--- src/rtl/pc_pkg.sv ---
// Shared types and constants for the program-counter stage.
package pc_pkg;

    // Control state of the PC stage.
    typedef enum logic [1:0] {
        RUN   = 2'd0,
        STALL = 2'd1,
        HALT  = 2'd2
    } pc_state_e;

    // Source selected for the next PC value.
    typedef enum logic [1:0] {
        SEL_SEQ = 2'd0,
        SEL_BR  = 2'd1,
        SEL_J   = 2'd2,
        SEL_JR  = 2'd3
    } pc_sel_e;

    // Byte distance between consecutive instructions.
    localparam int unsigned PC_INC = 4;

endpackage

--- src/rtl/pc_target_calc.sv ---
// Combinational next-PC candidates: sequential, branch, jump, and the
// word-alignment check on the register-sourced target.
module pc_target_calc
    import pc_pkg::*;
#(
    parameter int WIDTH = 32
) (
    input  logic [WIDTH-1:0] pc_i,
    input  logic [15:0]      branch_off_i,
    input  logic [25:0]      jump_idx_i,
    input  logic [1:0]       jr_low_i,
    output logic [WIDTH-1:0] pc_plus4_o,
    output logic [WIDTH-1:0] branch_target_o,
    output logic [WIDTH-1:0] jump_target_o,
    output logic             misaligned_o
);

    logic [WIDTH-1:0] branch_disp;

    // Sequential PC and the sign-extended, word-scaled branch displacement;
    // both sums wrap modulo 2^WIDTH.
    always_comb begin
        pc_plus4_o      = pc_i + WIDTH'(PC_INC);
        branch_disp     = {{(WIDTH-18){branch_off_i[15]}}, branch_off_i, 2'b00};
        branch_target_o = pc_plus4_o + branch_disp;
        misaligned_o    = |jr_low_i;
    end

    // Jump keeps the region bits above bit 27 from pc+4; a 28-bit PC has none.
    generate
        if (WIDTH > 28) begin : g_region
            assign jump_target_o = {pc_plus4_o[WIDTH-1:28], jump_idx_i, 2'b00};
        end else begin : g_noregion
            assign jump_target_o = {jump_idx_i, 2'b00};
        end
    endgenerate

endmodule

--- src/rtl/pc_next_unit.sv ---
// Program-counter stage: PC register, next-PC selection, RUN/STALL/HALT
// control, registered redirect pulse and saturating taken counter.
module pc_next_unit
    import pc_pkg::*;
#(
    parameter int               WIDTH    = 32,
    parameter logic [WIDTH-1:0] RESET_PC = '0,
    parameter int               CNT_W    = 16
) (
    input  logic             clk,
    input  logic             rst,
    input  logic             pc_src,
    input  logic [15:0]      branch_off,
    input  logic             jump,
    input  logic [25:0]      jump_idx,
    input  logic             jr,
    input  logic [WIDTH-1:0] jr_target,
    input  logic             stall,
    input  logic             halt_req,
    output logic [WIDTH-1:0] pc,
    output logic [WIDTH-1:0] pc_plus4,
    output logic             redirect,
    output logic [CNT_W-1:0] taken_count,
    output logic             misalign_err,
    output logic             halted
);

    pc_state_e        state_q, state_d;
    pc_sel_e          sel;
    logic [WIDTH-1:0] pc_q, pc_d;
    logic [CNT_W-1:0] count_q, count_d;
    logic             redirect_q, redirect_d;
    logic             misalign_q, misalign_d;
    logic             load;
    logic [WIDTH-1:0] branch_target, jump_target;
    logic             misaligned;

    pc_target_calc #(.WIDTH(WIDTH)) u_calc (
        .pc_i            (pc_q),
        .branch_off_i    (branch_off),
        .jump_idx_i      (jump_idx),
        .jr_low_i        (jr_target[1:0]),
        .pc_plus4_o      (pc_plus4),
        .branch_target_o (branch_target),
        .jump_target_o   (jump_target),
        .misaligned_o    (misaligned)
    );

    // State transitions and next-PC source; halt beats stall beats requests.
    always_comb begin
        state_d    = state_q;
        sel        = SEL_SEQ;
        load       = 1'b0;
        redirect_d = 1'b0;
        misalign_d = misalign_q;
        if (state_q != HALT) begin
            if (halt_req) begin
                state_d = HALT;
            end else if (stall) begin
                state_d = STALL;
            end else begin
                state_d = RUN;
                load    = 1'b1;
                if (jr) begin
                    if (misaligned) begin
                        state_d    = HALT;
                        load       = 1'b0;
                        misalign_d = 1'b1;
                    end else begin
                        sel        = SEL_JR;
                        redirect_d = 1'b1;
                    end
                end else if (jump) begin
                    sel        = SEL_J;
                    redirect_d = 1'b1;
                end else if (pc_src) begin
                    sel        = SEL_BR;
                    redirect_d = 1'b1;
                end
            end
        end
    end

    // Next PC value and saturating count of accepted redirects.
    always_comb begin
        pc_d = pc_q;
        if (load) begin
            case (sel)
                SEL_JR:  pc_d = jr_target;
                SEL_J:   pc_d = jump_target;
                SEL_BR:  pc_d = branch_target;
                default: pc_d = pc_plus4;
            endcase
        end
        count_d = count_q;
        if (redirect_d && (count_q != {CNT_W{1'b1}})) begin
            count_d = count_q + 1'b1;
        end
    end

    // All architectural state registers with synchronous reset.
    always_ff @(posedge clk) begin
        if (rst) begin
            state_q    <= RUN;
            pc_q       <= RESET_PC;
            count_q    <= '0;
            redirect_q <= 1'b0;
            misalign_q <= 1'b0;
        end else begin
            state_q    <= state_d;
            pc_q       <= pc_d;
            count_q    <= count_d;
            redirect_q <= redirect_d;
            misalign_q <= misalign_d;
        end
    end

    assign pc           = pc_q;
    assign taken_count  = count_q;
    assign redirect     = redirect_q;
    assign misalign_err = misalign_q;
    assign halted       = (state_q == HALT);

endmodule

--- config.mk ---
export PLATFORM = sky130hd
export DESIGN_NAME = pc_next_unit
export DESIGN_NICKNAME = d
export VERILOG_FILES = /design/src/rtl/pc_pkg.sv /design/src/rtl/pc_target_calc.sv /design/src/rtl/pc_next_unit.sv
export SDC_FILE = /design/constraint.sdc
export NUM_CORES = 1
export LEC_CHECK = 0
export ABC_AREA = 1
export BUFFER_PORTS_ARGS = -buffer_cell sky130_fd_sc_hd__buf_2
export CAP_MARGIN = 15
export CORE_UTILIZATION = 54
export DETAILED_ROUTE_END_ITERATION = 16
export PLACE_DENSITY = 0.82
export SKIP_CTS_REPAIR_TIMING = 1
export SYNTH_ARGS = -nofsm -noshare
export SYNTH_HDL_FRONTEND = slang
export SYNTH_SLANG_ARGS = --single-unit
--- constraint.sdc ---
create_clock -name clk -period 3.55 [get_ports clk]
set_input_delay 0.71 -clock clk [delete_from_list [all_inputs] [get_ports clk]]
set_output_delay 0.71 -clock clk [all_outputs]
set_load 0.01 [all_outputs]
### Word level (Yosys, flattened, before mapping)

Index checks and enable logic that the tools add are counted.
W data, S select, Z words.

* bits in registers: 52
* latch bits: 0
* memory bits (writable): 0
* ROM bits: 0
* input port bits: 81
* output and inout port bits: 83
* logic and storage cells: 42
* memories kept: 0

* add/sub/neg operators: 3
* $mul: 0
* div/mod/pow operators: 0
* magnitude comparators: 0
* eq/ne operators: 6
* shift-type cells: 0
* muxes and demuxes: 23
* bitwise gates (word level): 2
* reduce and logical (&&, ||, !) cells: 3

Operators with widths (number)
* $pmux W32 S3: 1
* $add A32 B3 Y32 const B: 1
* $add A32 B32 Y32: 1
* $mux W2: 10
* $add A16 B1 Y16 const B: 1
* $ne A16 B16 Y1 const B: 1
* $mux W1: 12
* $eq A2 B2 Y1 const B: 3
* $reduce_and A5 Y1: 1
* $eq A2 B1 Y1 const B: 1
* $ne A2 B2 Y1 const B: 1
* $not A1 Y1: 2
* $reduce_or A2 Y1: 1
* $logic_and A1 B1 Y1: 1

### Depth between registers and ports, before layout

* depth after elaboration: 8
* mapped depth: 25
* depth with buffers taken out: 25

### Hierarchy

Synthesis repeated with hierarchy kept, for this count alone.

* cells, all modules: 1117
* area total of the unflattened synthesis: 6612.6 um^2

By module, submodules not included
* pc_next_unit: times used 1, cells each 564, area each 3607.2 um^2, seq. area each 1041.0 um^2
* pc_target_calc: times used 1, cells each 553, area each 3005.4 um^2, seq. area each 0.0 um^2

### Worst setup path before layout

No wires, ideal clock.

* kind: register to register
* start: register pc_q[3], in the netlist pc[3]
* end: register pc_q[31], in the netlist pc[31]
* setup time: 131 ps
* arrival time: 2689 ps
* data required time: 3419 ps
* path slack: 731 ps
* stages on the path, launching flop included: 21
* path buffers: 0
* period minus slack after synthesis: 2819 ps
* cell sequence: dfxtp_1 -> ha_1 -> nand2_1 -> nor2_1 -> nand2_1 -> nor2_2 -> nand3_1 -> xor2_1 -> ha_1 -> nand2_1 -> inv_1 -> a21oi_1 -> nand2_1 -> nand2_1 -> nand2_1 -> a21oi_1 -> nand2_1 -> nand3_1 -> nand2_1 -> nand2_1 -> a21oi_2

* cells in the longest elaborated chain, start to end: 3

RTL lines
* from (decl): RTL line pc_next_unit.sv:30 `logic [WIDTH-1:0] pc_q, pc_d;`
* from (signal assigned): RTL line pc_next_unit.sv:111 `pc_q <= pc_d;`
* $add A32 B3 Y32: RTL line pc_target_calc.sv:23 `pc_plus4_o = pc_i + WIDTH'(PC_INC);`
* named net pc_plus4[22]: RTL line pc_next_unit.sv:21 `output logic [WIDTH-1:0] pc_plus4,`
* $add A32 B32 Y32: RTL line pc_target_calc.sv:25 `branch_target_o = pc_plus4_o + branch_disp;`
* $pmux W32 S3: RTL line pc_next_unit.sv:88 `case (sel)`

The timed path passes the listed nets, and every way through them passes these cells.
A chain may end at the register's enable or synchronous reset.

### Worst setup path in the final report

* start: register pc_q[8], in the netlist pc[8]
* end: register pc_q[30], in the netlist pc[30]

* cells in the longest elaborated chain, start to end: 3

RTL lines (RTL line)
* $add A32 B3 Y32 *: pc_target_calc.sv:23
* $add A32 B32 Y32: pc_target_calc.sv:25
* $pmux W32 S3 *: pc_next_unit.sv:88

Mark *: on every way between the ends. The rest lies on a longest branch, timed or not.

==> Implementation_results.wiki <==
{| class="wikitable"
! Metric !! Value
|-
| Crit path required time || 3.83 ns
|-
| Most used DFF post-synth || dfxtp_1
|-
| Skew final || ~0.015 ns
|-
| Pin count of the biggest net entering global routing || 33
|-
| Combinational share of power || 33.7%
|-
| Dpl hpwl || 17100 microns
|-
| Element type at the critical path end || flop
|-
| Detail Route met3 WL || 1980 microns
|-
| Final GP Congestion || 1.01
|-
| First-pass iteration count of the detailed router || 5
|-
| Highest fanout seen on the critical path || 6
|-
| Initial DRC count || 657
|-
| Worst-path clk slew || about 0.12 ns
|-
| Warning count from the yosys run || 0
|-
| Sequential group share of total power || 41.0%
|-
| Top cells by area, synth || nand2_1 (22%), dfxtp_1 (18%), inv_1 (8.0%)
|-
| Vias in the first global route || ~6700
|-
| Net switching share of the total power || 39.2%
|-
| Fraction of layout instances using a drive strength above 1 || 21.4%
|-
| Clock tree sinks || 52
|-
| Max layer used || met4
|-
| Std cell rows || 37
|-
| Max Fclk || roughly 0.3 GHz
|-
| Inserted Diodes || 0
|-
| Type of origin of the critical path || flop
|-
| Vias per Instance || 5.65
|-
| Global-route wire length before repair || approximately 33000 microns
|-
| RSZ-0062 raised after global routing || no
|-
| Fraction of power consumed by the clock network || 25.3%
|-
| Status || finished clean
|-
| Most area-hungry cell type in the Yosys netlist || nand2_1
|-
| Routed length per placed instance || 16.5 microns
|-
| Synthesized flop and latch total || 52
|-
| Total Negative Setup Slacks || 0 ns
|-
| Cell count after placement || 1288
|-
| Maximum vdd ir drop || 0.197 mV
|-
| Area taken by multi-input logic gates || 4190 sq um
|-
| Setup violators final || 0
|-
| Die outline width || ~110 microns
|-
| Clock latency on the worst-skew pair || about 0.33 ns
|-
| Syn-to-layout area delta || 19.1%
|-
| Count of unresolved DRC violations after routing || 0
|-
| Number of max-slew violations in the final report || 0
|-
| Port-buffer cells || 163
|-
| Data arrival time of the worst path || 3.61 ns
|-
| Area of the placeable core || approximately 10000 sq um
|-
| Clock tree from TritonCTS || yes
|-
| Clock root buffer || clkbuf_8
|-
| I/O Pins || between 150 and 200
|-
| Summed instance area of the synthesized netlist || approximately 5800 sq um
|-
| Fill cell count || a little over 1000
|-
| Via count of the routed design || 7322
|-
| Final core utilization || about two thirds
|-
| Total met2 wirelength after detailed routing || 9500 microns
|-
| Die Y || 106 microns
|-
| Number of H-tree levels || 2
|-
| Hold Fails Final Rpt || 0
|-
| Count of non-filler cells in the finished layout || 1296
|-
| Share of the yosys chip area belonging to registers || 17.9%
|-
| Maxcap violations || 0
|-
| Met1 wire length || 9030 microns
|-
| Post-synth top area share || 22.1%
|-
| Dominant cell by count in the synthesized netlist || nand2_1
|-
| Global route overflow || 0
|-
| Headroom to the max-slew limit || 56.1%
|-
| Switching pwr || about 0.60 mW
|-
| Worst-Margin Slew || 0.657 ns
|-
| Area of all sequential standard cells || 1040 sq um
|-
| Crit Path Class || reg2reg
|-
| Final min period || 3.33 ns
|-
| Cts bufs inserted || 5
|-
| Hold crit path type || reg2reg
|-
| Part of the cycle the worst path needs || 93.9%
|-
| Layout Nets || 1277
|-
| Power per standard cell area || 223 nW/um^2
|-
| Net Count, Synth || 1117
|-
| Leading cell types by count after synthesis || nand2_1 (342), inv_1 (124), nor2_1 (75)
|-
| Total leakage power || 3.54 nW
|-
| Post-synthesis average cell area || 5.82 sq um
|-
| Tot Pwr || around 1.5 mW
|-
| Number of antenna violations at the first check in global routing || 0
|-
| Initial Utilization || 56.0%
|-
| Count of flip-flops with a built-in enable after synthesis || 0
|-
| Sum of routed wire length over all layers || 21300 microns
|-
| Worst Hold Margin || 0.475 ns
|-
| Die footprint || 11200 sq um
|-
| Maximum clock path buffer count || 2
|-
| Cells after Synth || 999
|-
| Proportion of register bits with asynchronous set or reset after synthesis || 0%
|-
| Cell Int Power || 0.937 mW
|-
| GR Util All Layers || 37.9%
|-
| ANT nets after route || 0
|-
| Unique cell type count in the Yosys netlist || 50
|}
## final cells by class
type | count | share of cell area (%)
sequential | 52 | 15.1
tap | 136 | 2.46
timing repair buffer | 176 | 13.2
inverter | 135 | 7.36
clock buffer | 5 | 0.995
clock inverter | 3 | 0.398
multi-input combinational | 789 | 60.5
## stage by stage
stage / setup slack (ns) / area, sq um
floorplan: 0.731 / 5810
global placement: 0.285 / 6780
detailed placement: 0.250 / 6780
CTS: 0.212 / 6880
global route: 0.000613 / 6920
finish: 0.218 / 6920
## worst max-delay path: stages (launching register included)
cell     delay, ns
dfxtp_1       0.48
nand2_1       0.13
nor2_2        0.15
nand2_2       0.11
nor2_2        0.19
nand3_1       0.15
nor2_1        0.11
nand2_1       0.06
nand2_1       0.09
inv_1         0.10
ha_1          0.37
a21oi_1       0.25
o21ai_0       0.18
nand2_1       0.09
nand2_1       0.07
a21oi_1       0.29
nand2_1       0.09
nand2_1       0.07
nand3_1       0.06
nand2_1       0.07
nand2_1       0.05
a21oi_1       0.11
## power by group through the flow
stage          combinational [mW]  clock (mW)  sequential [mW]
2_1_floorplan               0.309           0            0.646
3_3_place_gp                0.502           0            0.643
3_5_place_dp                0.503           0            0.643
4_1_cts                     0.506       0.384            0.630
5_1_grt                     0.572       0.404            0.635
6_report                    0.519       0.390            0.632
## flip-flops by register name (all words and copies together) (netlist names)
signal and cells:
pc 32, redirect 1, misalign_err 1, taken_count 16, state_q 2
## cells by family (layout without fill, tap and decap cells)
| kind of cell | Yosys count | count (layout) | synth area share, % |
|---|---|---|---|
| AO/OA/AOI/OAI | 148 | 148 | 14.6 |
| XOR/XNOR | 24 | 24 | 3.88 |
| adder cells (fa/ha/maj) | 37 | 37 | 8.10 |
| buffers and inverters | 158 | 319 | 10.7 |
| flip-flops | 52 | 52 | 17.9 |
| AND/OR/NAND/NOR | 580 | 580 | 44.8 |
## metal layers
layer,vias up,global-route usage (%)
li1,3551,-
met1,3278,51.2
met2,435,60.9
met3,58,4.02
met4,0,16.1
met5,-,0
## path summary, 6_finish.rpt
kind          from  endpoint  slack, ns  cells past startpoint
max reg2reg  pc[8]    pc[30]       0.22                     21
min          pc[1]     pc[1]       0.48                      2
max          pc[8]    pc[30]       0.22                     21
min reg2reg  pc[1]     pc[1]       0.48                      2
## cells in the final DEF, fill, tap and decap left out, types with 2 or more instances in the layout
| cell | Yosys | final |
|---|---|---|
| nand2_1 | 342 | 342 |
| buf_2 | 10 | 163 |
| inv_1 | 124 | 124 |
| nor2_1 | 75 | 75 |
| nand3_1 | 74 | 74 |
| a21oi_1 | 71 | 69 |
| dfxtp_1 | 52 | 51 |
| ha_1 | 36 | 36 |
| o21ai_0 | 25 | 25 |
| xor2_1 | 19 | 18 |
| nand4_1 | 18 | 18 |
| o21ai_1 | 15 | 15 |
| buf_4 | 4 | 13 |
| a22oi_1 | 12 | 12 |
| nor2_2 | 11 | 11 |
| inv_2 | 9 | 9 |
| nor3_1 | 9 | 9 |
| nor2_4 | 8 | 8 |
| a41oi_1 | 8 | 8 |
| o21bai_1 | 7 | 7 |
| nand2_2 | 6 | 6 |
| or2_2 | 6 | 6 |
| nand3b_1 | 5 | 5 |
| clkbuf_8 | 0 | 5 |
| nor3_2 | 5 | 4 |
| and2_1 | 4 | 4 |
| a21oi_2 | 2 | 4 |
| nand3_2 | 3 | 3 |
| xnor2_1 | 3 | 3 |
| or2_0 | 3 | 3 |
| nor4_1 | 3 | 3 |
| xor2_2 | 1 | 2 |
| a21o_1 | 2 | 2 |
Note: power is estimated with default switching activity, not from simulation.
